`src/rtl/psum_ppu.sv`:
```
// psum_ppu: partial-sum post-processing unit.
// Requantizes a stream of signed 32-bit partial sums to uint8 (scale, rounded
// arithmetic shift, optional ReLU, clamp to int8, add zero point) and packs
// four results per 32-bit output word. Frames are configured with cfg_en in
// IDLE and run for i_len+1 partial sums; a final partial word is padded with
// 8'h80 lanes.
//
// Ports
//   clk          clock, rising edge
//   rst          asynchronous active-low reset
//   cfg_en       config load strobe (IDLE only)
//   i_scale      unsigned 16-bit multiplier
//   i_shift      right shift amount 0..31
//   i_relu       clamp negatives to zero before saturation
//   i_len        psums per frame minus 1
//   ipsum        signed 32-bit partial sum
//   ipsum_valid  / ipsum_ready   input handshake
//   out_data     packed 4 x uint8, lane 0 in bits [7:0]
//   out_valid    / out_ready     output handshake
//   busy         state is not IDLE
//   done         one-cycle pulse at frame completion
module psum_ppu #(
  parameter int          LANES = 4,
  parameter logic [7:0]  ZP    = 8'h80
) (
  input  logic        clk,
  input  logic        rst,
  input  logic        cfg_en,
  input  logic [15:0] i_scale,
  input  logic [4:0]  i_shift,
  input  logic        i_relu,
  input  logic [9:0]  i_len,
  input  logic [31:0] ipsum,
  input  logic        ipsum_valid,
  output logic        ipsum_ready,
  output logic [31:0] out_data,
  output logic        out_valid,
  input  logic        out_ready,
  output logic        busy,
  output logic        done
);

  localparam logic [1:0]  LAST_LANE = 2'(LANES - 1);
  localparam logic [31:0] PACK_FILL = 32'h8080_8080;

  typedef enum logic [1:0] {S_IDLE, S_RUN, S_DONE} state_t;

  state_t      state_q, state_d;
  logic [15:0] scale_q, scale_d;
  logic [4:0]  shift_q, shift_d;
  logic        relu_q, relu_d;
  logic [9:0]  len_q, len_d;
  // One bit wider than len so it can count past the last psum (up to 1024).
  logic [10:0] in_ct_q, in_ct_d;
  logic [1:0]  lane_ct_q, lane_ct_d;
  logic [31:0] pack_q, pack_d;
  logic [31:0] out_data_q, out_data_d;
  logic        out_valid_q, out_valid_d;
  // Set while the word currently in out_data carries the frame's last psum.
  logic        last_q, last_d;
  logic        busy_q, busy_d;
  logic        done_q, done_d;

  logic               accept;
  logic               out_hs;
  logic               last_psum;
  logic signed [48:0] prod;
  logic signed [48:0] rq;
  logic signed [7:0]  sat;
  logic [7:0]         q_byte;
  logic [31:0]        pack_word;

  // Add half an LSB of the result (2^(sh-1)) then floor-shift: round half up.
  function automatic logic signed [48:0] round_shift(input logic signed [48:0] v,
                                                     input logic [4:0] sh);
    logic signed [48:0] bias;
    bias = (sh != 5'd0) ? (49'sd1 <<< (sh - 5'd1)) : 49'sd0;
    return (v + bias) >>> sh;
  endfunction

  function automatic logic signed [7:0] sat_s8(input logic signed [48:0] v);
    if (v > 49'sd127)
      return 8'sd127;
    else if (v < -49'sd128)
      return -8'sd128;
    else
      return $signed(v[7:0]);
  endfunction

  assign ipsum_ready = (state_q == S_RUN) && (in_ct_q <= {1'b0, len_q}) &&
                       (!out_valid_q || out_ready);
  assign accept      = ipsum_valid && ipsum_ready;
  assign out_hs      = out_valid_q && out_ready;
  assign last_psum   = (in_ct_q == {1'b0, len_q});

  // Requantization datapath for the psum presented this cycle.
  always_comb begin
    prod = $signed({{17{ipsum[31]}}, ipsum}) * $signed({33'd0, scale_q});
    rq   = round_shift(prod, shift_q);
    if (relu_q && (rq < 49'sd0))
      rq = 49'sd0;
    sat       = sat_s8(rq);
    q_byte    = sat + ZP;
    pack_word = pack_q;
    pack_word[{lane_ct_q, 3'b000} +: 8] = q_byte;
  end

  always_comb begin
    state_d     = state_q;
    scale_d     = scale_q;
    shift_d     = shift_q;
    relu_d      = relu_q;
    len_d       = len_q;
    in_ct_d     = in_ct_q;
    lane_ct_d   = lane_ct_q;
    pack_d      = pack_q;
    out_data_d  = out_data_q;
    out_valid_d = out_valid_q;
    last_d      = last_q;

    case (state_q)
      S_IDLE: begin
        if (cfg_en) begin
          scale_d   = i_scale;
          shift_d   = i_shift;
          relu_d    = i_relu;
          len_d     = i_len;
          in_ct_d   = '0;
          lane_ct_d = '0;
          pack_d    = PACK_FILL;
          last_d    = 1'b0;
          state_d   = S_RUN;
        end
      end
      S_RUN: begin
        if (out_hs) begin
          out_valid_d = 1'b0;
          if (last_q)
            state_d = S_DONE;
        end
        // An accept is only possible when the output slot frees this cycle,
        // so loading a new word here never overwrites an unsent one.
        if (accept) begin
          in_ct_d = in_ct_q + 11'd1;
          if ((lane_ct_q == LAST_LANE) || last_psum) begin
            out_data_d  = pack_word;
            out_valid_d = 1'b1;
            pack_d      = PACK_FILL;
            lane_ct_d   = '0;
            last_d      = last_psum;
          end else begin
            pack_d    = pack_word;
            lane_ct_d = lane_ct_q + 2'd1;
          end
        end
      end
      S_DONE: begin
        state_d = S_IDLE;
      end
      default: begin
        state_d = S_IDLE;
      end
    endcase

    busy_d = (state_d != S_IDLE);
    done_d = (state_d == S_DONE);
  end

  always_ff @(posedge clk or negedge rst) begin
    if (!rst) begin
      state_q     <= S_IDLE;
      scale_q     <= '0;
      shift_q     <= '0;
      relu_q      <= 1'b0;
      len_q       <= '0;
      in_ct_q     <= '0;
      lane_ct_q   <= '0;
      pack_q      <= PACK_FILL;
      out_data_q  <= '0;
      out_valid_q <= 1'b0;
      last_q      <= 1'b0;
      busy_q      <= 1'b0;
      done_q      <= 1'b0;
    end else begin
      state_q     <= state_d;
      scale_q     <= scale_d;
      shift_q     <= shift_d;
      relu_q      <= relu_d;
      len_q       <= len_d;
      in_ct_q     <= in_ct_d;
      lane_ct_q   <= lane_ct_d;
      pack_q      <= pack_d;
      out_data_q  <= out_data_d;
      out_valid_q <= out_valid_d;
      last_q      <= last_d;
      busy_q      <= busy_d;
      done_q      <= done_d;
    end
  end

  assign out_data  = out_data_q;
  assign out_valid = out_valid_q;
  assign busy      = busy_q;
  assign done      = done_q;

endmodule

```
`config.mk`:
```
export PLATFORM = sky130hd
export DESIGN_NAME = psum_ppu
export DESIGN_NICKNAME = d
export VERILOG_FILES = /design/src/rtl/psum_ppu.sv
export SDC_FILE = /design/constraint.sdc
export NUM_CORES = 2
export LEC_CHECK = 0
export CAP_MARGIN = 20
export CORE_MARGIN = 5
export CORE_UTILIZATION = 23
export DETAILED_ROUTE_END_ITERATION = 6
export GPL_ROUTABILITY_DRIVEN = 0
export HOLD_SLACK_MARGIN = 0.08
export SETUP_SLACK_MARGIN = 0.15
export SLEW_MARGIN = 20
export SYNTH_ARGS = -nofsm -noshare
export SYNTH_HDL_FRONTEND = slang
export SYNTH_SLANG_ARGS = --single-unit
```
`constraint.sdc`:
```
create_clock -name clk -period 8.3 [get_ports clk]
set_clock_uncertainty 0.1 [all_clocks]
set_input_delay 1.245 -clock clk [delete_from_list [all_inputs] [get_ports clk]]
set_output_delay 1.245 -clock clk [all_outputs]
set_load 0.05 [all_outputs]
```
Word-level counts from Yosys, hierarchy flattened. Index checks and enable logic that the tools add are counted.

Bits in registers: 115. Input port bits: 69. Word-level logic and storage cells: 78.

Add/sub/neg operators: 6. $mul: 1. $lt $le $gt $ge: 4. Eq/ne operators: 7. Shifts and indexed selects: 4. Mux-type cells: 27. Reductions and logical operators: 16.

Operator list (number): 49-bit two-way mux (2); 32-bit two-way mux (3); 32-bit case mux with 2 select lines (1); 49-bit adder (1); 49-bit by 8-bit greater-than comparator with 1-bit output, second input constant (1); 49-bit by 1-bit < comparator with 1-bit output, second input constant (1); 49-bit by 8-bit < comparator with 1-bit output, second input constant (1); 32-bit by 17-bit multiplier with 49-bit output (1); 2-bit by 5-bit <<< shifter with 49-bit output, first input constant (1); 49-bit by 5-bit >>> shifter with 49-bit output (1); 32-bit bitwise mux (1); 8-bit by 7-bit variable shift with 32-bit output, first input constant (1); 8-bit by 7-bit variable part select with 32-bit output (1); 11-bit two-way mux (2); 11-bit case mux with 2 select lines (1); 8-bit two-way mux (2); 2-bit two-way mux (6); 11-bit by 1-bit adder with 11-bit output, second input constant (1); 11-bit by 10-bit == test with 1-bit output (1); 11-bit by 10-bit less-or-equal comparator with 1-bit output (1); 8-bit adder, second input constant (1); 2-bit case mux with 2 select lines (2); 5-bit negator with 7-bit output (1); 1-bit two-way mux (6); other kinds (16) (25).

Depth between registers and ports, before layout.
Depth in word-level cells: 17. Depth in mapped cells: 35. Mapped depth without buffers: 30.

Worst setup path after synthesis. No wires, ideal clock.

Kind: input port to flip-flop. Start: input port ipsum[31]. End: register pack_q[30]. Arrival time: 8831 ps. Data required time: 8079 ps. Slack: -752 ps. Stages: 31. Path buffers: 4. Cells stage by stage: clkbuf_1 nand2_1 fa_1 inv_1 fa_1 fa_1 inv_1 fa_1 inv_1 fa_1 inv_1 fa_1 inv_1 ha_1 clkbuf_1 a21o_1 o41ai_1 clkbuf_1 nand4b_1 o21ai_0 nor3_1 a21boi_1 mux4_2 mux2_2 o32a_1 nor3_1 a31oi_1 o31ai_4 buf_6 o21ai_2 a22o_1.

Word-level cells in the longest chain between the ends: 15. Elaborated cells between the ends (all ways): 16. Those cells by class: 2 x add/sub; 1 x mul; 3 x order compare; 2 x shift; 7 x mux; 1 x reduce/logical.

Ends and longest elaborated chain: from (decl) (RTL line 33) `input logic [31:0] ipsum,`; 32-bit by 17-bit multiplier with 49-bit output (*) (RTL line 98) `prod = $signed({{17{ipsum[31]}}, ipsum}) * $signed({33'd0, scale_q});`; 49-bit adder (*) (RTL line 78) `return (v + bias) >>> sh;`; 49-bit by 5-bit >>> shifter with 49-bit output (*) (RTL line 78); 49-bit by 1-bit < comparator with 1-bit output (RTL line 100) `if (relu_q && (rq < 49'sd0))`; 1-bit logical AND (RTL line 100); 49-bit two-way mux (*) (RTL line 100); 49-bit by 8-bit < comparator with 1-bit output (RTL line 84) `else if (v < -49'sd128)`; 8-bit two-way mux (RTL line 84); 8-bit two-way mux (*) (RTL line 82) `if (v > 49'sd127)`; 8-bit adder (*) (RTL line 103) `q_byte = sat + ZP;`; 8-bit by 7-bit variable part select with 32-bit output (*) (RTL line 105) `pack_word[{lane_ct_q, 3'b000} +: 8] = q_byte;`; 32-bit bitwise mux (*) (RTL line 105); 32-bit two-way mux (*) (RTL line 145) `if ((lane_ct_q == LAST_LANE) || last_psum) begin`; 32-bit two-way mux (*) (RTL line 143) `if (accept) begin`; 32-bit case mux with 2 select lines (*) (RTL line 121) `case (state_q)`; to (signal assigned) (RTL line 192) `pack_q <= pack_d;`; to (decl) (RTL line 56) `logic [31:0] pack_q, pack_d;`.

Mark *: on every way between the ends. The rest lies on a longest branch, timed or not. The select of a mux whose other input is x is not followed. A chain may end at the register's enable or synchronous reset.

Worst setup path in the final report.
Start: input port ipsum[22]. End: register out_data_q[14], in the netlist out_data[14].

Word-level cells in the longest chain between the ends: 12. Elaborated cells between the ends (all ways): 13. Those cells by class: 2 x add/sub; 1 x mul; 3 x order compare; 2 x shift; 4 x mux; 1 x reduce/logical.

Ends and longest elaborated chain: 32-bit by 17-bit multiplier with 49-bit output (*) (RTL line 98); 49-bit adder (*) (RTL line 78); 49-bit by 5-bit >>> shifter with 49-bit output (*) (RTL line 78); 49-bit by 1-bit < comparator with 1-bit output (RTL line 100); 1-bit logical AND (RTL line 100); 49-bit two-way mux (*) (RTL line 100); 49-bit by 8-bit < comparator with 1-bit output (RTL line 84); 8-bit two-way mux (RTL line 84); 8-bit two-way mux (*) (RTL line 82); 8-bit adder (*) (RTL line 103); 8-bit by 7-bit variable part select with 32-bit output (*) (RTL line 105); 32-bit bitwise mux (*) (RTL line 105); to (signal assigned) (RTL line 193) `out_data_q <= out_data_d;`; to (decl) (RTL line 57) `logic [31:0] out_data_q, out_data_d;`.

Mark *: on every way between the ends. The rest lies on a longest branch, timed or not.

==> results.cfg <==
[outcome]
status = finished, violations left
violations = setup timing

[worst_setup_path]
worst_setup_path_start_kind = input pin
crit_fanout = 5
cpMaxStageDelayCell = fa_2
critPathMaxStageDelay_ps = 610
critPathKind = input pin to flop
ff2ff_setup_slack_ps = -330
arrival_ps = 9210
end_kind = flop
required_ps = 8600

[yosys]
ys_seq_elements = 115
syn_inst = 3547
synth_warnings = 0
syn_nets = 4272
synth.distinct_cells = 115
ys_seq_area_share_pct = 9.46
synth-edff-count = 0
synthArstFlopShare_pct = 100
ys.flop_type = dfrtp_1
syn_area_per_cell_sq_um = 8.59
netlist_area_sq_um = 30500

[cts]
cts_tree = yes
cts.sinks = 115
clock_path_buffers = 2
cts_buffers = 17
clock_latency_ps = 510
h-tree-depth = 4
hold_buffers = 0
path_clk_slew_ps = 60
ctsRootBufferMaster = clkbuf_16

[drt]
detail_route.wl_per_cell_um = 19.5
ant_nets = 0
drc_errors = 0
wl_um = 118000
first_pass_iters = 6
vias = 30164
drt_iter0_drc = 2760
vias_per_cell = 4.99

[global_route]
antenna_found_initial = 2
grt_overflow = 0
grtUsageTotal_pct = 16.6
grt_pass1_vias = 31993
grt_start_max_net_pins = 64
grt_pass1_wl_um = 186000

[timing]
max_slew_margin_pct = 32.0
final.min_clock_period_ps = 8910
layout_setup_ws_ps = -607
worst_pin_slew_ps = 1020
max_freq_mhz = 112
drv_slew = 0
rsz0062_at_grt = true
setup_viol = 56
period_share_pct = 107
hold_viol_final = 0

[die]
core_area_sq_um = 132000
placementRows = 133
die_x_um = 374
dieHeight_um = 374
io_pins = 105
dieArea_sq_um = 140000
start_util_pct = 23.2

[layout]
regArea_sq_um = 2890
antennaDiodeCount = 0
areaGrowthSynthToFinish_pct = 41.7
drive_gt1_share_pct = 32.2
nFillCells = 13410
final_nets = 5000
multi_input_area_sq_um = 27400

[job]
maxCapViolations = 0

[placed_design]
pre_cts_slack_ps = -1690
dp_hpwl_um = 91600
place.port_buffers = 104

[min_path]
hp-class = flop to flop
per-stage QoR:
| stage | area [sq um] | hold WS, ps | std cells | utilization (%) | TNS (ps) |
|---|---|---|---|---|---|
| after global routing | 43200 | 392 | 6042 | 32.8 | -40770 |
| after floorplan | 30800 | 334 | 3547 | - | -17380 |
| final | 43200 | 371 | 6042 | 32.8 | -30950 |
| after CTS | 42700 | 378 | 6032 | 32.5 | -20620 |
| after global placement | 38700 | 371 | 5861 | 29.4 | -97020 |
| after detailed placement | 38700 | 365 | 5861 | 29.4 | -92550 |
placed cells by master (no fill, tap or decap), types with 19 or more instances in the layout:
| cell type | netlist | routed |
|---|---|---|
| buf_4 | 2 | 697 |
| o21ai_1 | 73 | 54 |
| nand2_2 | 0 | 19 |
| nor2_1 | 169 | 151 |
| a21o_1 | 21 | 20 |
| ha_4 | 0 | 33 |
| nand3_1 | 51 | 45 |
| buf_12 | 0 | 53 |
| and2_4 | 0 | 34 |
| inv_1 | 478 | 461 |
| dfrtp_1 | 111 | 108 |
| buf_6 | 2 | 67 |
| and3_1 | 32 | 31 |
| o21ai_2 | 7 | 32 |
| a21oi_2 | 22 | 28 |
| nor3_1 | 70 | 56 |
| o21ai_0 | 92 | 73 |
| ha_1 | 136 | 103 |
| clkdlybuf4s50_1 | 0 | 71 |
| mux2i_1 | 27 | 22 |
| nand4_1 | 54 | 54 |
| nand2_1 | 381 | 358 |
| a21oi_4 | 1 | 23 |
| o22ai_1 | 23 | 19 |
| and2_1 | 342 | 307 |
| fa_1 | 520 | 480 |
| o211ai_1 | 38 | 38 |
| fa_2 | 0 | 40 |
| a21oi_1 | 139 | 111 |
| a22o_1 | 32 | 31 |
| mux2_2 | 32 | 28 |
| o21a_1 | 35 | 28 |
registers in the layout, indices dropped and copies added (netlist names), 2 cells and up:
register   flops
lane_ct_q      2
shift_q        5
out_data      32
pack_q        32
len_q         10
state_q        2
scale_q       16
in_ct_q       11
worst max-delay path, delay by kind of cell:
family	cells	cell delay, ps
AO/OA/AOI/OAI	8	1410
buffers and inverters	11	1390
adder cells (fa/ha/maj)	7	3360
AND/OR/NAND/NOR	8	1770
metal layers:
metal	GRT usage (%)	routed length, um	vias to the layer above
met3	2.20	7680	341
met1	22.3	49900	15118
met5	0	0	-
li1	-	-	13355
met2	27.2	55000	1350
met4	6.75	5370	0
cells in the mapped netlist (17+ instances only):
cell / instances / area (sq um)
nor3_1: 70 / 350
and3_1: 32 / 200
a21oi_2: 22 / 193
nand3_1: 51 / 255
nor2_1: 169 / 634
fa_1: 520 / 10400
nand4_1: 54 / 338
o21ai_1: 73 / 365
and4_1: 22 / 193
a21o_1: 21 / 158
a21oi_1: 139 / 696
inv_1: 478 / 1790
and2_1: 342 / 2140
or3_1: 17 / 106
o211ai_1: 38 / 285
a211oi_1: 26 / 195
o22ai_1: 23 / 144
mux2_2: 32 / 360
o21ai_0: 92 / 460
nor4_1: 17 / 106
mux2i_1: 27 / 270
xnor2_1: 19 / 166
clkbuf_1: 156 / 586
a31oi_1: 21 / 131
nand2_1: 381 / 1430
buf_2: 39 / 195
ha_1: 136 / 1700
dfrtp_1: 111 / 2780
a22o_1: 32 / 280
o21a_1: 35 / 263
area by class of cell:
class	count	share of cell area [%]
multi-input cells	2737	63.3
clock inverters	12	0.220
well taps	1755	5.08
inverters	482	4.19
flip-flops and latches	115	6.68
clock buffers	19	1.05
repair buffers	922	19.4
timing repair:
item / in CTS / in global routing
resized for setup: 576 / 105
gates cloned: 16 / 0
setup endpoints to repair: 56 / 56
setup buffers: 124 / 10
pin swaps: 274 / 98
worst paths after layout:
| check | startpoint | endpoint | cells after the start |
|---|---|---|---|
| hold / removal | state_q[1] | busy | 1 |
| setup / recovery | ipsum[22] | out_data[14] | 34 |
| hold reg to reg | state_q[1] | busy | 1 |
| max in group asynchronous | rst | shift_q[0] | 2 |
| min in group asynchronous | rst | out_data[21] | 1 |
| setup reg to reg | scale_q[5] | out_data[14] | 30 |
cells by family after synthesis:
kind of cell               count (synthesis)  share of synthesized area [%]
adders and majority gates                656                           39.7
AOI/OAI and AO/OA                        745                           17.3
buffers and inverters                    696                           8.81
DFF                                      115                           9.46
and+or+nand+nor                         1234                           21.0
muxes                                     68                           2.70
other                                      1                         0.0123
xor gates and xnor gates                  32                          0.965
Power is not shown: default switching activity piles up to over one toggle a cycle in this logic, so the estimate is an artifact.
